--- src/rtl/clock_sched_pkg.sv ---
// Shared types and defaults for the clock-enable scheduler: FSM states,
// command opcodes and the reset divisor table.
package clock_sched_pkg;

    localparam int NUM_CH = 3;
    localparam int DIV_W  = 8;

    // Channel 0 in the low slot: 50 MHz / {2,10,25} -> 25/5/2 MHz enables.
    localparam logic [NUM_CH-1:0][DIV_W-1:0] DIV_DEFAULT = {8'd25, 8'd10, 8'd2};

    typedef enum logic [1:0] {
        ST_STOPPED  = 2'd0,
        ST_RUNNING  = 2'd1,
        ST_STEPPING = 2'd2
    } state_e;

    typedef enum logic [1:0] {
        OP_SYNC  = 2'b00,
        OP_RUN   = 2'b01,
        OP_PAUSE = 2'b10,
        OP_STEP  = 2'b11
    } cmd_op_e;

endpackage

--- src/rtl/ce_divider_channel.sv ---
// One clock-enable channel: a 0..div-1 counter whose terminal count is the
// strobe, with a divisor that reloads from the shared shadow slot.
module ce_divider_channel #(
    parameter int               DIV_W     = 8,
    parameter logic [DIV_W-1:0] DIV_RESET = DIV_W'(1)
) (
    input  logic             clk_50,
    input  logic             rst,
    input  logic             en,
    input  logic             stopped,
    input  logic             sync_clr,
    input  logic             shadow_hit,
    input  logic [DIV_W-1:0] shadow_div,
    output logic             ce,
    output logic             applied
);

    logic [DIV_W-1:0] cnt_q, cnt_d;
    logic [DIV_W-1:0] div_q, div_d;
    logic             wrap;

    // NOTE: every always_comb output gets a default first, so no path leaves
    // a signal unassigned and no latch is inferred.
    always_comb begin
        wrap    = en && (cnt_q == div_q - DIV_W'(1));
        ce      = wrap;
        applied = shadow_hit && (stopped || wrap);
        cnt_d   = cnt_q;
        div_d   = div_q;
        if (en) begin
            cnt_d = wrap ? '0 : cnt_q + DIV_W'(1);
        end
        if (sync_clr) begin
            cnt_d = '0;
        end
        // A reload always restarts the phase, so it also wins over SYNC.
        if (applied) begin
            div_d = shadow_div;
            cnt_d = '0;
        end
    end

    // NOTE: sequential state uses non-blocking assignments so all flops see
    // pre-edge values regardless of process ordering.
    always_ff @(posedge clk_50) begin
        if (rst) begin
            cnt_q <= '0;
            div_q <= DIV_RESET;
        end else begin
            cnt_q <= cnt_d;
            div_q <= div_d;
        end
    end

endmodule

--- src/rtl/clock_enable_scheduler.sv ---
// Run/pause/step scheduler for NUM_CH divided clock enables, with a single
// shadow slot that retimes divisor writes onto each channel's wrap.
module clock_enable_scheduler
    import clock_sched_pkg::*;
#(
    parameter int                              NUM_CH      = clock_sched_pkg::NUM_CH,
    parameter int                              DIV_W       = clock_sched_pkg::DIV_W,
    parameter logic [NUM_CH-1:0][DIV_W-1:0]    DIV_DEFAULT = clock_sched_pkg::DIV_DEFAULT
) (
    input  logic              clk_50,
    input  logic              rst,
    input  logic              cmd_valid,
    output logic              cmd_ready,
    input  logic [1:0]        cmd_op,
    input  logic              cfg_valid,
    output logic              cfg_ready,
    input  logic [1:0]        cfg_ch,
    input  logic [DIV_W-1:0]  cfg_div,
    output logic [NUM_CH-1:0] ce,
    output logic              running,
    output logic              cfg_err
);

    state_e           state_q, state_d;
    logic             advance, stopped, cmd_fire, sync_clr;
    logic             cfg_fire, cfg_bad;
    logic             shadow_valid_q, shadow_valid_d;
    logic [1:0]       shadow_ch_q, shadow_ch_d;
    logic [DIV_W-1:0] shadow_div_q, shadow_div_d;
    logic             cfg_err_q, cfg_err_d;
    logic [NUM_CH-1:0] applied;

    always_ff @(posedge clk_50) begin
        if (rst) begin
            state_q <= ST_STOPPED;
        end else begin
            state_q <= state_d;
        end
    end

    always_comb begin
        state_d = state_q;
        unique case (state_q)
            ST_STOPPED: begin
                if (cmd_fire && cmd_op == OP_RUN) begin
                    state_d = ST_RUNNING;
                end else if (cmd_fire && cmd_op == OP_STEP) begin
                    state_d = ST_STEPPING;
                end
            end
            ST_RUNNING: begin
                if (cmd_fire && cmd_op == OP_PAUSE) begin
                    state_d = ST_STOPPED;
                end
            end
            ST_STEPPING: state_d = ST_STOPPED;
            default:     state_d = ST_STOPPED;
        endcase
    end

    always_comb begin
        cmd_ready = (state_q != ST_STEPPING);
        running   = (state_q == ST_RUNNING);
        advance   = (state_q == ST_RUNNING) || (state_q == ST_STEPPING);
        stopped   = (state_q == ST_STOPPED);
    end

    assign cmd_fire = cmd_valid && cmd_ready;
    assign sync_clr = cmd_fire && (cmd_op == OP_SYNC);

    // Bad writes are still accepted so a stuck producer cannot wedge the port.
    assign cfg_ready = !shadow_valid_q;
    assign cfg_fire  = cfg_valid && cfg_ready;
    assign cfg_bad   = (cfg_div == '0) || (int'(cfg_ch) >= NUM_CH);
    assign cfg_err   = cfg_err_q;

    always_comb begin
        shadow_valid_d = shadow_valid_q;
        shadow_ch_d    = shadow_ch_q;
        shadow_div_d   = shadow_div_q;
        cfg_err_d      = 1'b0;
        if (|applied) begin
            shadow_valid_d = 1'b0;
        end
        if (cfg_fire) begin
            if (cfg_bad) begin
                cfg_err_d = 1'b1;
            end else begin
                shadow_valid_d = 1'b1;
                shadow_ch_d    = cfg_ch;
                shadow_div_d   = cfg_div;
            end
        end
    end

    always_ff @(posedge clk_50) begin
        if (rst) begin
            shadow_valid_q <= 1'b0;
            shadow_ch_q    <= '0;
            shadow_div_q   <= '0;
            cfg_err_q      <= 1'b0;
        end else begin
            shadow_valid_q <= shadow_valid_d;
            shadow_ch_q    <= shadow_ch_d;
            shadow_div_q   <= shadow_div_d;
            cfg_err_q      <= cfg_err_d;
        end
    end

    for (genvar i = 0; i < NUM_CH; i++) begin : g_ch
        ce_divider_channel #(
            .DIV_W     (DIV_W),
            .DIV_RESET (DIV_DEFAULT[i])
        ) u_ch (
            .clk_50     (clk_50),
            .rst        (rst),
            .en         (advance),
            .stopped    (stopped),
            .sync_clr   (sync_clr),
            .shadow_hit (shadow_valid_q && (int'(shadow_ch_q) == i)),
            .shadow_div (shadow_div_q),
            .ce         (ce[i]),
            .applied    (applied[i])
        );
    end

endmodule
--- config.mk ---
export PLATFORM = sky130hd
export DESIGN_NAME = clock_enable_scheduler
export DESIGN_NICKNAME = d
export VERILOG_FILES = /design/src/rtl/clock_sched_pkg.sv /design/src/rtl/ce_divider_channel.sv /design/src/rtl/clock_enable_scheduler.sv
export SDC_FILE = /design/constraint.sdc
export NUM_CORES = 1
export LEC_CHECK = 0
export CAP_MARGIN = 20
export CELL_PAD_IN_SITES_DETAIL_PLACEMENT = 1
export CELL_PAD_IN_SITES_GLOBAL_PLACEMENT = 1
export CORE_MARGIN = 3
export CORE_UTILIZATION = 40
export DETAILED_ROUTE_END_ITERATION = 10
export PLACE_DENSITY_LB_ADDON = 0.1
export SYNTH_ARGS = -nofsm -noshare
export SYNTH_HDL_FRONTEND = slang
export SYNTH_SLANG_ARGS = --single-unit
--- constraint.sdc ---
create_clock -name clk_50 -period 2.66 [get_ports clk_50]
set_input_delay 0.665 -clock clk_50 [delete_from_list [all_inputs] [get_ports clk_50]]
set_output_delay 0.665 -clock clk_50 [all_outputs]
set_load 0.03 [all_outputs]
==> Yosys cells after proc, flatten, opt, wreduce, memory -nomap -nowiden <==
Index checks and enable logic that the tools add are counted.
{ "word_totals": {"reg_bits": 62, "in_bits": 16} }
{ "op_classes": {"bitwise": 2, "eq_ne": 13, "n_mux": 11, "n_lt_le_gt_ge": 1, "n_addsub": 6, "n_reduce_logical": 32} }
{ "ops": {"columns": ["operator", "count"], "rows": [
  ["$add A8 B1 Y8 const B", 3],
  ["$eq A8 B8 Y1", 3],
  ["$mux W8", 3],
  ["$sub A8 B1 Y8 const B", 3],
  ["$logic_and A1 B1 Y1", 15],
  ["$reduce_or A3 Y1", 4],
  ["$eq A2 B2 Y1 const B", 5],
  ["$logic_not A8 Y1", 1],
  ["$logic_not A2 Y1", 3],
  ["$mux W2", 3],
  ["$logic_or A1 B1 Y1", 5],
  ["$eq A2 B1 Y1 const B", 2],
  ["$mux W1", 4],
  ["$pmux W2 S2", 1],
  ["$reduce_and A2 Y1", 2],
  ["$ne A3 B3 Y1 const B", 1],
  ["$ge A2 B2 Y1 const B", 1],
  ["$ne A2 B1 Y1 const B", 1],
  ["$ne A2 B2 Y1 const B", 1],
  ["$not A1 Y1", 2],
  ["$reduce_or A2 Y1", 1],
  ["$logic_not A1 Y1", 1]
]} }

==> Logic depth before layout (Yosys ltp) <==
{ "logic_depth": {"ltp_word": 9, "ltp_mapped": 12, "mapped_depth_nobuf": 9} }

==> Hierarchy <==
Synthesis repeated with hierarchy kept, for this count alone.
{ "hier_totals": {"cells_unflattened": 418, "hier_area_um2": 3908.7} }
{ "modules_own_cells": {"columns": ["mod", "seq_area_each_um2", "area_per_inst_um2", "cells_per_inst", "instances"], "rows": [
  ["ce_divider_channel (g_ch[0].u_ch)", 320.3, 1052.3, 114, 1],
  ["ce_divider_channel (g_ch[1].u_ch)", 320.3, 1047.3, 114, 1],
  ["ce_divider_channel (g_ch[2].u_ch)", 320.3, 1046.0, 114, 1],
  ["clock_enable_scheduler", 280.3, 763.2, 76, 1]
]} }

==> Worst setup path after synthesis <==
Ideal clock, no wire load.
{ "synth_path": {"path_kind": "register to output", "startpoint": "register g_ch[1].u_ch.div_q[0]", "endpoint": "output port ce[1]", "t_required_ns": 1.995, "arrival_ns": 2.206, "slack_ns": -0.211, "path_stages_with_launch": 10, "path_cell_list": "dfxtp_1 clkbuf_1 inv_1 ha_1 clkbuf_1 o21bai_1 a2111oi_0 a311oi_1 a2111oi_2 buf_4"} }
{ "synth_via": {"elab_chain_cells": 3} }
{ "synth_rtl": {"columns": ["item", "line_no", "text"], "rows": [
  ["start, declared", "ce_divider_channel.sv:19", "logic [DIV_W-1:0] div_q, div_d;"],
  ["start signal, assigned", "ce_divider_channel.sv:51", "div_q <= div_d;"],
  ["$sub A8 B1 Y8", "ce_divider_channel.sv:25", "wrap = en && (cnt_q == div_q - DIV_W'(1));"],
  ["$eq A8 B8 Y1", "ce_divider_channel.sv:25", null],
  ["$logic_and A1 B1 Y1", "ce_divider_channel.sv:25", null],
  ["end, declared", "clock_enable_scheduler.sv:19", "output logic [NUM_CH-1:0] ce,"]
]} }
Every way passes these cells.

==> Worst setup path after layout <==
{ "layout_path": {"startpoint": "register g_ch[2].u_ch.div_q[3]", "endpoint": "output port ce[2]"} }
{ "layout_via": {"elab_chain_cells": 3} }
{ "layout_rtl": {"columns": ["item", "line_no"], "rows": [
  ["start, declared", "ce_divider_channel.sv:19"],
  ["start signal, assigned", "ce_divider_channel.sv:51"],
  ["$sub A8 B1 Y8", "ce_divider_channel.sv:25"],
  ["$eq A8 B8 Y1", "ce_divider_channel.sv:25"],
  ["$logic_and A1 B1 Y1", "ce_divider_channel.sv:25"]
]} }
Every way passes these cells.

==> flow_summary.json <==
{
  "synth_common_cells": "68 x nor2_1, 62 x dfxtp_1, 29 x nand2_1",
  "nFillCells": 947,
  "ctsLongestPathBuffers": 2,
  "ios": 23,
  "status": "finished, violations left",
  "hold_slack_ns": 0.523,
  "grt_pass1_wl_mm": 14.5,
  "placedCellCount": 519,
  "cts_made_buffers": 9,
  "syn_inst": 386,
  "place_area_um2": 3760,
  "grt_max_degree": 39,
  "synth_top_area_share_pct": 37.7,
  "io_buffers": 22,
  "finish.instance_area_um2": 4150,
  "finalCritPeriodShare_pct": 110,
  "root_buffer": "clkbuf_8",
  "initial_core_util_pct": 42.0,
  "pre_cts_ws_ns": -0.0759,
  "critPathMaxFanout": 2,
  "setup_slack_ns": -0.275,
  "leakagePower_nw": 1.72,
  "numClockSinks": 62,
  "synth.most_common_cell": "nor2_1",
  "yosys_register_bits": 62,
  "tightest_slew_ns": 0.630,
  "drive_gt1_share_pct": 18.5,
  "ys_top_cells_by_area": "dfxtp_1 38%, mux2i_1 8.5%, nor2_1 7.7%",
  "drt_iter0_markers": 122,
  "antenna_found_initial": 0,
  "avgSynthCellArea_um2": 8.54,
  "max-vdd-ir-drop_mv": 0.388,
  "fin_total_pwr_mw": 2.01,
  "ys_types": 53,
  "core-area_um2": 7850,
  "hold_viol_final": 0,
  "nets": 459,
  "start_kind": "register",
  "dieHeight_um": 96.8,
  "fin_skew_ns": 0.00644,
  "path_class": "reg2out",
  "fin_util_pct": 52.9,
  "crit_arrival_ns": 2.27,
  "first_global_vias": 2959,
  "synth-edff-count": 0,
  "setup_viol": 2,
  "grt_usage_pct": 19.1,
  "avgViaCountPerCell": 5.23,
  "wire_per_inst_um": 16.4,
  "syn_area_um2": 3300,
  "antenna_left": 0,
  "area_growth_pct": 25.9,
  "drv_cap": 0,
  "path_clk_slew_ns": 0.07,
  "gp_routability_congestion": 0.766,
  "worst_skew_pair.late_latency_ns": 0.33,
  "fp.dieW_um": 96.8,
  "cts_tree": "built",
  "overflow": 0,
  "yosys_warnings": 0,
  "powerDensity_nw_per_um2": 483,
  "antenna_cells": 0,
  "async_reset_ff_share_pct": 0,
  "multi_input_area_um2": 2040,
  "seq_area_frac_synth_pct": 37.7,
  "violations": "negative setup slack",
  "ys.flop_type": "dfxtp_1",
  "maxSlewViolCount": 0,
  "rows": 32,
  "min_path_type": "reg2reg",
  "max_slew_margin_pct": 58.0,
  "first_pass_iters": 4,
  "tns_ns": -0.380,
  "synth_top_area_cell": "dfxtp_1",
  "finalWirelength_mm": 8.85,
  "rsz0062_at_grt": "yes",
  "max_freq_ghz": 0.341,
  "syn-num-nets": 411,
  "die_area_um2": 9360,
  "seq_area_um2": 1250,
  "cts_hold_buffers": 0,
  "hpwlAfterDp_mm": 6.37,
  "fin_crit_ns": 2.94,
  "crit_required_ns": 2.00,
  "instances_no_fill": 541,
  "cp-end-kind": "output pin",
  "vias": 2830,
  "cts_max_level": 3,
  "drc": 0
}
## what timing repair did
action	CTS	global route
setup buffers	5	1
endpoints found under the setup margin	8	17
resized for setup	26	12
pin swaps	10	4
hold endpoints to repair	0	0
## cell usage in the layout (no fill, tap or decap), drive strengths merged, types with 9 or more instances in the layout
master / instances
a21oi: 9
buf: 34
clkbuf: 13
clkdlybuf4s50: 19
dfxtp: 62
ha: 9
inv: 22
mux2i: 28
nand2: 29
nand4: 11
nor2: 68
xnor2: 17
xor2: 27
## per-layer routing
layer	routed length, µm	global-route usage (%)	up-vias	share of wire (%)
met1	4150	24.1	1374	47
met5	0	0	-	0
met3	168	3.68	6	1.9
met2	4440	33.3	23	50
li1	-	-	1427	-
met4	93	4.86	0	1.1
## report_power, final
part           switching (mW)  total, mW  internal (mW)
combinational           0.134      0.250          0.116
clock                   0.357      0.768          0.412
sequential             0.0344      0.987          0.953
## registers in the layout, summed over array words and instances (netlist names)
signal / count
shadow_valid_q: 1
shadow_ch_q: 2
cfg_err: 1
shadow_div_q: 8
state_q: 2
g_ch.u_ch.cnt_q: 24
g_ch.u_ch.div_q: 24
## final timing paths
path / startpoint / end / slack, ns / cells past startpoint
worst max-delay path: g_ch[2].u_ch.div_q[3] / ce[2] / -0.28 / 6
worst min-delay path: g_ch[2].u_ch.cnt_q[1] / g_ch[2].u_ch.cnt_q[1] / 0.52 / 2
worst max register to register: g_ch[2].u_ch.div_q[3] / g_ch[2].u_ch.div_q[3] / 0.08 / 7
worst min register to register: g_ch[2].u_ch.cnt_q[1] / g_ch[2].u_ch.cnt_q[1] / 0.52 / 2
## cell families after synthesis
logic type	share of synthesized area (%)
simple gates	22.7
flops	37.7
compound gates	10.7
xor+xnor	11.7
buf+inv	5.05
mux	8.85
fa+ha+maj	3.42
## critical path: stages (launching register included)
cell and delay [ns]:
dfxtp_2 0.32, or4_4 0.54, or3_1 0.33, a31o_1 0.21, a221o_1 0.35, inv_2 0.07, buf_6 0.12
## final cells by class
class / instances / area share (%)
Clock inverter: 3 / 0.422
Clock buffer: 13 / 4.07
Tap cell: 102 / 3.08
Inverter: 23 / 2.14
Timing Repair Buffer: 53 / 10.9
Multi-Input combinational cell: 285 / 49.2
Sequential cell: 62 / 30.2
Power figures use the tool's default switching activity.
